[src/rtl/cpu6502_bus_pkg.sv]
// Shared types for the external data-bus writer: FSM states, queue entry,
// registered bus output bundle and the idle data value.
package cpu6502_bus_pkg;

  localparam logic [7:0] BUS_IDLE_DATA = 8'hFF;

`ifdef DATA_BUS_WRITER_HOLD_EN
  typedef enum logic [1:0] {
    ST_IDLE  = 2'd0,
    ST_SETUP = 2'd1,
    ST_DRIVE = 2'd2,
    ST_HOLD  = 2'd3
  } bus_state_t;
`else
  typedef enum logic [1:0] {
    ST_IDLE  = 2'd0,
    ST_SETUP = 2'd1,
    ST_DRIVE = 2'd2
  } bus_state_t;
`endif

  typedef struct packed {
    logic [15:0] addr;
    logic [7:0]  data;
  } wr_entry_t;

  typedef struct packed {
    logic [15:0] addr;
    logic [7:0]  data;
    logic        rw;
    logic        oe;
  } bus_out_t;

  function automatic bus_out_t idle_out(
    input logic [7:0] d
  );
    return '{addr: 16'h0000, data: d,
             rw: 1'b1, oe: 1'b0};
  endfunction

  function automatic bus_out_t setup_out(
    input wr_entry_t e
  );
    return '{addr: e.addr, data: e.data,
             rw: 1'b0, oe: 1'b0};
  endfunction

endpackage

[src/rtl/write_queue.sv]
// Posted-write FIFO, DEPTH entries of W bits, sync active-high reset.
// Ports: clk, reset, push/din, pop, dout (head), dout_next (entry behind
// head), full, empty, more (two or more entries held).
module write_queue #(
  parameter int DEPTH = 2,
  parameter int W     = 24
) (
  input  logic         clk,
  input  logic         reset,
  input  logic         push,
  input  logic         pop,
  input  logic [W-1:0] din,
  output logic [W-1:0] dout,
  output logic [W-1:0] dout_next,
  output logic         full,
  output logic         empty,
  output logic         more
);

  localparam int PW = (DEPTH > 1) ? $clog2(DEPTH) : 1;
  localparam int CW = $clog2(DEPTH + 1);

  logic [W-1:0]  mem [DEPTH];
  logic [PW-1:0] wr_ptr;
  logic [PW-1:0] rd_ptr;
  logic [CW-1:0] count;
  logic          do_push;
  logic          do_pop;

  function automatic logic [PW-1:0] inc(
    input logic [PW-1:0] p
  );
    return (p == PW'(DEPTH - 1)) ? '0
                                 : p + PW'(1);
  endfunction

  assign full      = (count == CW'(DEPTH));
  assign empty     = (count == '0);
  assign more      = (count > CW'(1));
  assign do_push   = push & ~full;
  assign do_pop    = pop & ~empty;
  assign dout      = mem[rd_ptr];
  assign dout_next = mem[inc(rd_ptr)];

  always_ff @(posedge clk) begin
    if (do_push) mem[wr_ptr] <= din;
  end

  always_ff @(posedge clk) begin
    if (reset) begin
      wr_ptr <= '0;
      rd_ptr <= '0;
      count  <= '0;
    end else begin
      if (do_push) wr_ptr <= inc(wr_ptr);
      if (do_pop)  rd_ptr <= inc(rd_ptr);
      count <= count + CW'(do_push)
                     - CW'(do_pop);
    end
  end

endmodule

[src/rtl/data_bus_writer.sv]
// Posted-write engine: queues internal-bus writes and replays them on the
// external bus as SETUP/DRIVE cycles with i_ready wait states.
// Ports: i_clk, i_reset (sync, active-high), i_clk_en (phase enable),
// i_load/i_address/i_data (post write), i_ready (memory accept),
// o_address/o_data/o_rw/o_oe (external bus), o_full, o_busy, o_overflow.
// Define DATA_BUS_WRITER_HOLD_EN to add a one-cycle HOLD after each write.
// DEPTH must be 2 or 4.
module data_bus_writer
  import cpu6502_bus_pkg::*;
#(
  parameter int         DEPTH     = 2,
  parameter logic [7:0] IDLE_DATA = BUS_IDLE_DATA
) (
  input  logic        i_clk,
  input  logic        i_reset,
  input  logic        i_clk_en,
  input  logic        i_load,
  input  logic [7:0]  i_data,
  input  logic [15:0] i_address,
  input  logic        i_ready,
  output logic [15:0] o_address,
  output logic [7:0]  o_data,
  output logic        o_rw,
  output logic        o_oe,
  output logic        o_full,
  output logic        o_busy,
  output logic        o_overflow
);

  bus_state_t state;
  bus_out_t   out_q;
  wr_entry_t  q_in;
  wr_entry_t  q_head;
  wr_entry_t  q_second;
  logic       q_full;
  logic       q_empty;
  logic       q_more;
  logic       push;
  logic       pop;
  logic       overflow;

  assign q_in = '{addr: i_address, data: i_data};
  assign push = i_clk_en & i_load & ~q_full;
  assign pop  = i_clk_en & i_ready
              & (state == ST_DRIVE);

  write_queue #(
    .DEPTH (DEPTH),
    .W     ($bits(wr_entry_t))
  ) u_queue (
    .clk       (i_clk),
    .reset     (i_reset),
    .push      (push),
    .pop       (pop),
    .din       (q_in),
    .dout      (q_head),
    .dout_next (q_second),
    .full      (q_full),
    .empty     (q_empty),
    .more      (q_more)
  );

`ifndef DATA_BUS_WRITER_HOLD_EN
  // After a pop the next head is the entry behind it, or the entry being
  // pushed on this same edge when the popped one was the last.
  wr_entry_t next_head;
  logic      has_next;
  assign next_head = q_more ? q_second : q_in;
  assign has_next  = q_more | push;
`endif

  always_ff @(posedge i_clk) begin
    if (i_reset) begin
      state    <= ST_IDLE;
      out_q    <= idle_out(IDLE_DATA);
      overflow <= 1'b0;
    end else if (i_clk_en) begin
      if (i_load && q_full) overflow <= 1'b1;
      unique case (state)
        ST_IDLE: begin
          if (!q_empty) begin
            state <= ST_SETUP;
            out_q <= setup_out(q_head);
          end
        end
        ST_SETUP: begin
          state    <= ST_DRIVE;
          out_q.oe <= 1'b1;
        end
        ST_DRIVE: begin
          if (i_ready) begin
`ifdef DATA_BUS_WRITER_HOLD_EN
            state    <= ST_HOLD;
            out_q.rw <= 1'b1;
`else
            if (has_next) begin
              state <= ST_SETUP;
              out_q <= setup_out(next_head);
            end else begin
              state <= ST_IDLE;
              out_q <= idle_out(IDLE_DATA);
            end
`endif
          end
        end
`ifdef DATA_BUS_WRITER_HOLD_EN
        ST_HOLD: begin
          if (!q_empty) begin
            state <= ST_SETUP;
            out_q <= setup_out(q_head);
          end else begin
            state <= ST_IDLE;
            out_q <= idle_out(IDLE_DATA);
          end
        end
`endif
        default: begin
          state <= ST_IDLE;
          out_q <= idle_out(IDLE_DATA);
        end
      endcase
    end
  end

  assign o_address  = out_q.addr;
  assign o_data     = out_q.data;
  assign o_rw       = out_q.rw;
  assign o_oe       = out_q.oe;
  assign o_full     = q_full;
  assign o_busy     = (state != ST_IDLE) | ~q_empty;
  assign o_overflow = overflow;

endmodule

[config.mk]
export PLATFORM = sky130hd
export DESIGN_NAME = data_bus_writer
export DESIGN_NICKNAME = d
export VERILOG_FILES = /design/src/rtl/cpu6502_bus_pkg.sv /design/src/rtl/write_queue.sv /design/src/rtl/data_bus_writer.sv
export SDC_FILE = /design/constraint.sdc
export NUM_CORES = 1
export LEC_CHECK = 0
export CORE_UTILIZATION = 48
export DETAILED_ROUTE_END_ITERATION = 8
export PLACE_DENSITY = 0.75
export SYNTH_ARGS = -nofsm -noshare
export SYNTH_HDL_FRONTEND = slang
export SYNTH_SLANG_ARGS = --single-unit
[constraint.sdc]
create_clock -name i_clk -period 2.7 [get_ports i_clk]
set_input_delay 0.405 -clock i_clk [delete_from_list [all_inputs] [get_ports i_clk]]
set_output_delay 0.405 -clock i_clk [all_outputs]
set_load 0.05 [all_outputs]
==> impl_metrics.toml <==
[placed_design]
place_hpwl_um = 5260
place_area_um2 = 4400
place.gp.congestion = 0.783
placement.io_buffers = 57

[worst_setup_path]
critPathLaunchType = "flop"
cp.required_ns = 2.30
worstReg2RegStart = "state[1]"
end_kind = "output port"
critical_path_class = "flop to output port"
critPathMaxFanout = 14
cp.arrival_ns = 1.84
crit_path_start = "state[1]"

[floorplan]
pin_count = 58
rows = 31
die_y_um = 89.8
die_w_um = 89.8
start_util_pct = 50.2
coreArea_um2 = 7370
die_area_um2 = 8060

[timing]
finalHoldViolations = 0
fin_crit_ns = 2.25
max_freq_mhz = 445
final_max_slew_viol_count = 0
rsz0062_at_grt = "no"
worstMarginPinSlew_ns = 0.619
fin_crit_sh_pct = 83.2
setup_viol = 0
slew_headroom_pct = 58.7
tns_ns = 0
finalClockSkew_ns = 0.0125

[logic_synthesis]
synth-edff-count = 48
synthTopCellsByArea = "edfxtp_1 (39%), dfxtp_1 (18%), mux2i_1 (11%)"
ys_warn_count = 0
syn_area_um2 = 3700
synth_seq_area_share_pct = 57.4
ys_seq_elements = 82
yosys.area.top_type = "edfxtp_1"
yosys-top-cells-count = "edfxtp_1 (48), mux2i_1 (40), dfxtp_1 (34), o22ai_1 (24), nor2_1 (20)"
synth_top_area_share_pct = 39.0
synth_nets = 324
async_reset_ff_share_pct = 0
synth_cell_type_count = 35
yosysMostFrequentCell = "edfxtp_1"
synth_ff_type = "edfxtp_1"
syn_inst = 293
synth_area_per_cell_um2 = 12.6

[clock_network]
postCtsSetupRepairBufs = 0
cts_buffer_depth = 2
clockRootBuffer = "clkbuf_8"
htree_levels = 3
ctsResizeCount = 0
clk_pin_slew_ns = 0.09
cts_hold_buffers = 0
cts_made_buffers = 9
cts.sinks = 82
cts_tree = "yes"
worstSkewPairLatency_ns = 0.35

[grt]
grt_pass1_wl_um = 13300
grt_pass1_vias = 2699
grt_max_degree = 25
grt_overflow_total = 0
gr-usage-all-layers_pct = 20.9
antenna_found_initial = 0

[pwr]
power_leakage_nw = 1.54
peakVddDrop_mv = 0.263
p_per_area_nw_per_um2 = 583

[worst_hold_path]
worst_hold_startpoint = "o_address[4]"
hp-class = "flop to flop"

[routing]
routed_wl_um = 8150
drt_pass1_iterations = 4
drt_iter0_drc = 106
wl_per_cell_um = 17.8
ant_nets = 0
via_per_inst = 5.69
drcViolationCount = 0
dr_total_vias = 2601

[finish]
fin_util_pct = 62.1
areaGrowthSynthToFinish_pct = 23.8
seq_area_um2 = 2120
drive_above_1_share_pct = 13.4
stdcell_area_um2 = 4580
multi_input_area_um2 = 1450
final_net_count = 384
nFillCells = 589
antenna_cells = 0

[job]
drv_cap = 0

[run_status]
status = "finished, final reports clean"
-- state kept, by name (all words and copies together), names as in the netlist, named ones only --
name            count
u_queue.count       2
state               2
o_address          16
u_queue.mem        48
u_queue.wr_ptr      1
o_data              8
o_rw                1
o_oe                1
u_queue.rd_ptr      1
o_overflow          1
-- layer usage --
layer / vias up / GRT usage, % / share of wire [%]
li1: 1236 / - / -
met1: 1271 / 26.7 / 44
met2: 80 / 34.7 / 50
met3: 14 / 3.38 / 4.2
met4: 0 / 10.1 / 1.9
met5: - / 0 / 0
-- area by class of cell --
| class | count | share of cell area (%) |
|---|---|---|
| Tap cell | 99 | 2.70 |
| Multi-Input combinational cell | 184 | 31.7 |
| Sequential cell | 82 | 46.4 |
| Timing Repair Buffer | 72 | 15.1 |
| Clock buffer | 9 | 2.70 |
| Clock inverter | 7 | 1.12 |
| Inverter | 4 | 0.328 |
-- worst paths after layout --
check                endpoint  slack (ns)  cells after the start
max                    o_busy        0.45                      3
min reg2reg      o_address[4]        0.49                      1
max reg2reg  u_queue.count[1]        0.72                      8
min              o_address[4]        0.49                      1
-- logic make-up (layout without fill, tap and decap cells) --
family | after synthesis | in the layout | synth area share, %
mux | 65 | 65 | 18.4
buf+inv | 27 | 92 | 3.69
xor+xnor | 4 | 4 | 0.947
simple gates | 37 | 37 | 4.77
fa+ha+maj | 2 | 2 | 0.676
flops | 82 | 82 | 57.4
compound gates | 76 | 76 | 14.1
-- through the flow --
| step | total power [mW] | instances | worst slack [ns] | hold WS (ns) |
|---|---|---|---|---|
| floorplan | 1.73 | 293 | 0.295 | 0.504 |
| global placement | 1.89 | 441 | 0.436 | 0.459 |
| detailed placement | 1.90 | 441 | 0.373 | 0.469 |
| CTS | 2.68 | 457 | 0.443 | 0.497 |
| global route | 2.78 | 457 | 0.360 | 0.510 |
| finish | 2.67 | 457 | 0.454 | 0.489 |
-- where the power goes --
part	internal (mW)	switching [mW]	leakage, nW
Combinational	0.178	0.270	0.738
Clock	0.340	0.463	0.0864
Sequential	1.39	0.0339	0.718
-- cell usage in the layout, fill, tap and decap left out --
master	netlist	final
edfxtp_1	48	48
a31oi_1	1	1
dfxtp_1	34	33
nand2b_1	3	3
nor3_4	0	1
mux2i_1	40	40
or3_1	1	1
buf_12	0	1
or2_1	2	2
nor2_1	20	20
nor4_2	1	1
clkdlybuf4s50_1	0	55
o21ai_1	1	1
o211ai_1	8	8
a2bb2oi_1	1	1
nor2b_1	3	3
clkbuf_8	0	9
o21ai_0	10	10
inv_1	3	3
inv_6	0	3
xor2_1	1	1
a22o_1	16	16
buf_4	1	16
nand2_1	3	3
a21boi_0	1	1
mux2_2	10	10
a21oi_1	11	11
o21a_4	2	2
o22ai_1	24	24
nor3_1	3	2
ha_1	2	2
clkinvlp_4	0	2
clkinv_1	1	1
xnor2_1	3	3
and2_1	1	1
clkinv_2	0	2
mux2_1	15	15
a2111oi_0	1	1
dfxtp_2	0	1
-- worst max-delay path, stage by stage, from the launching register on --
cell and delay [ns]:
dfxtp_1 0.40, or2_1 0.48, or3_1 0.42, buf_4 0.20
Power figures use the tool's default switching activity.
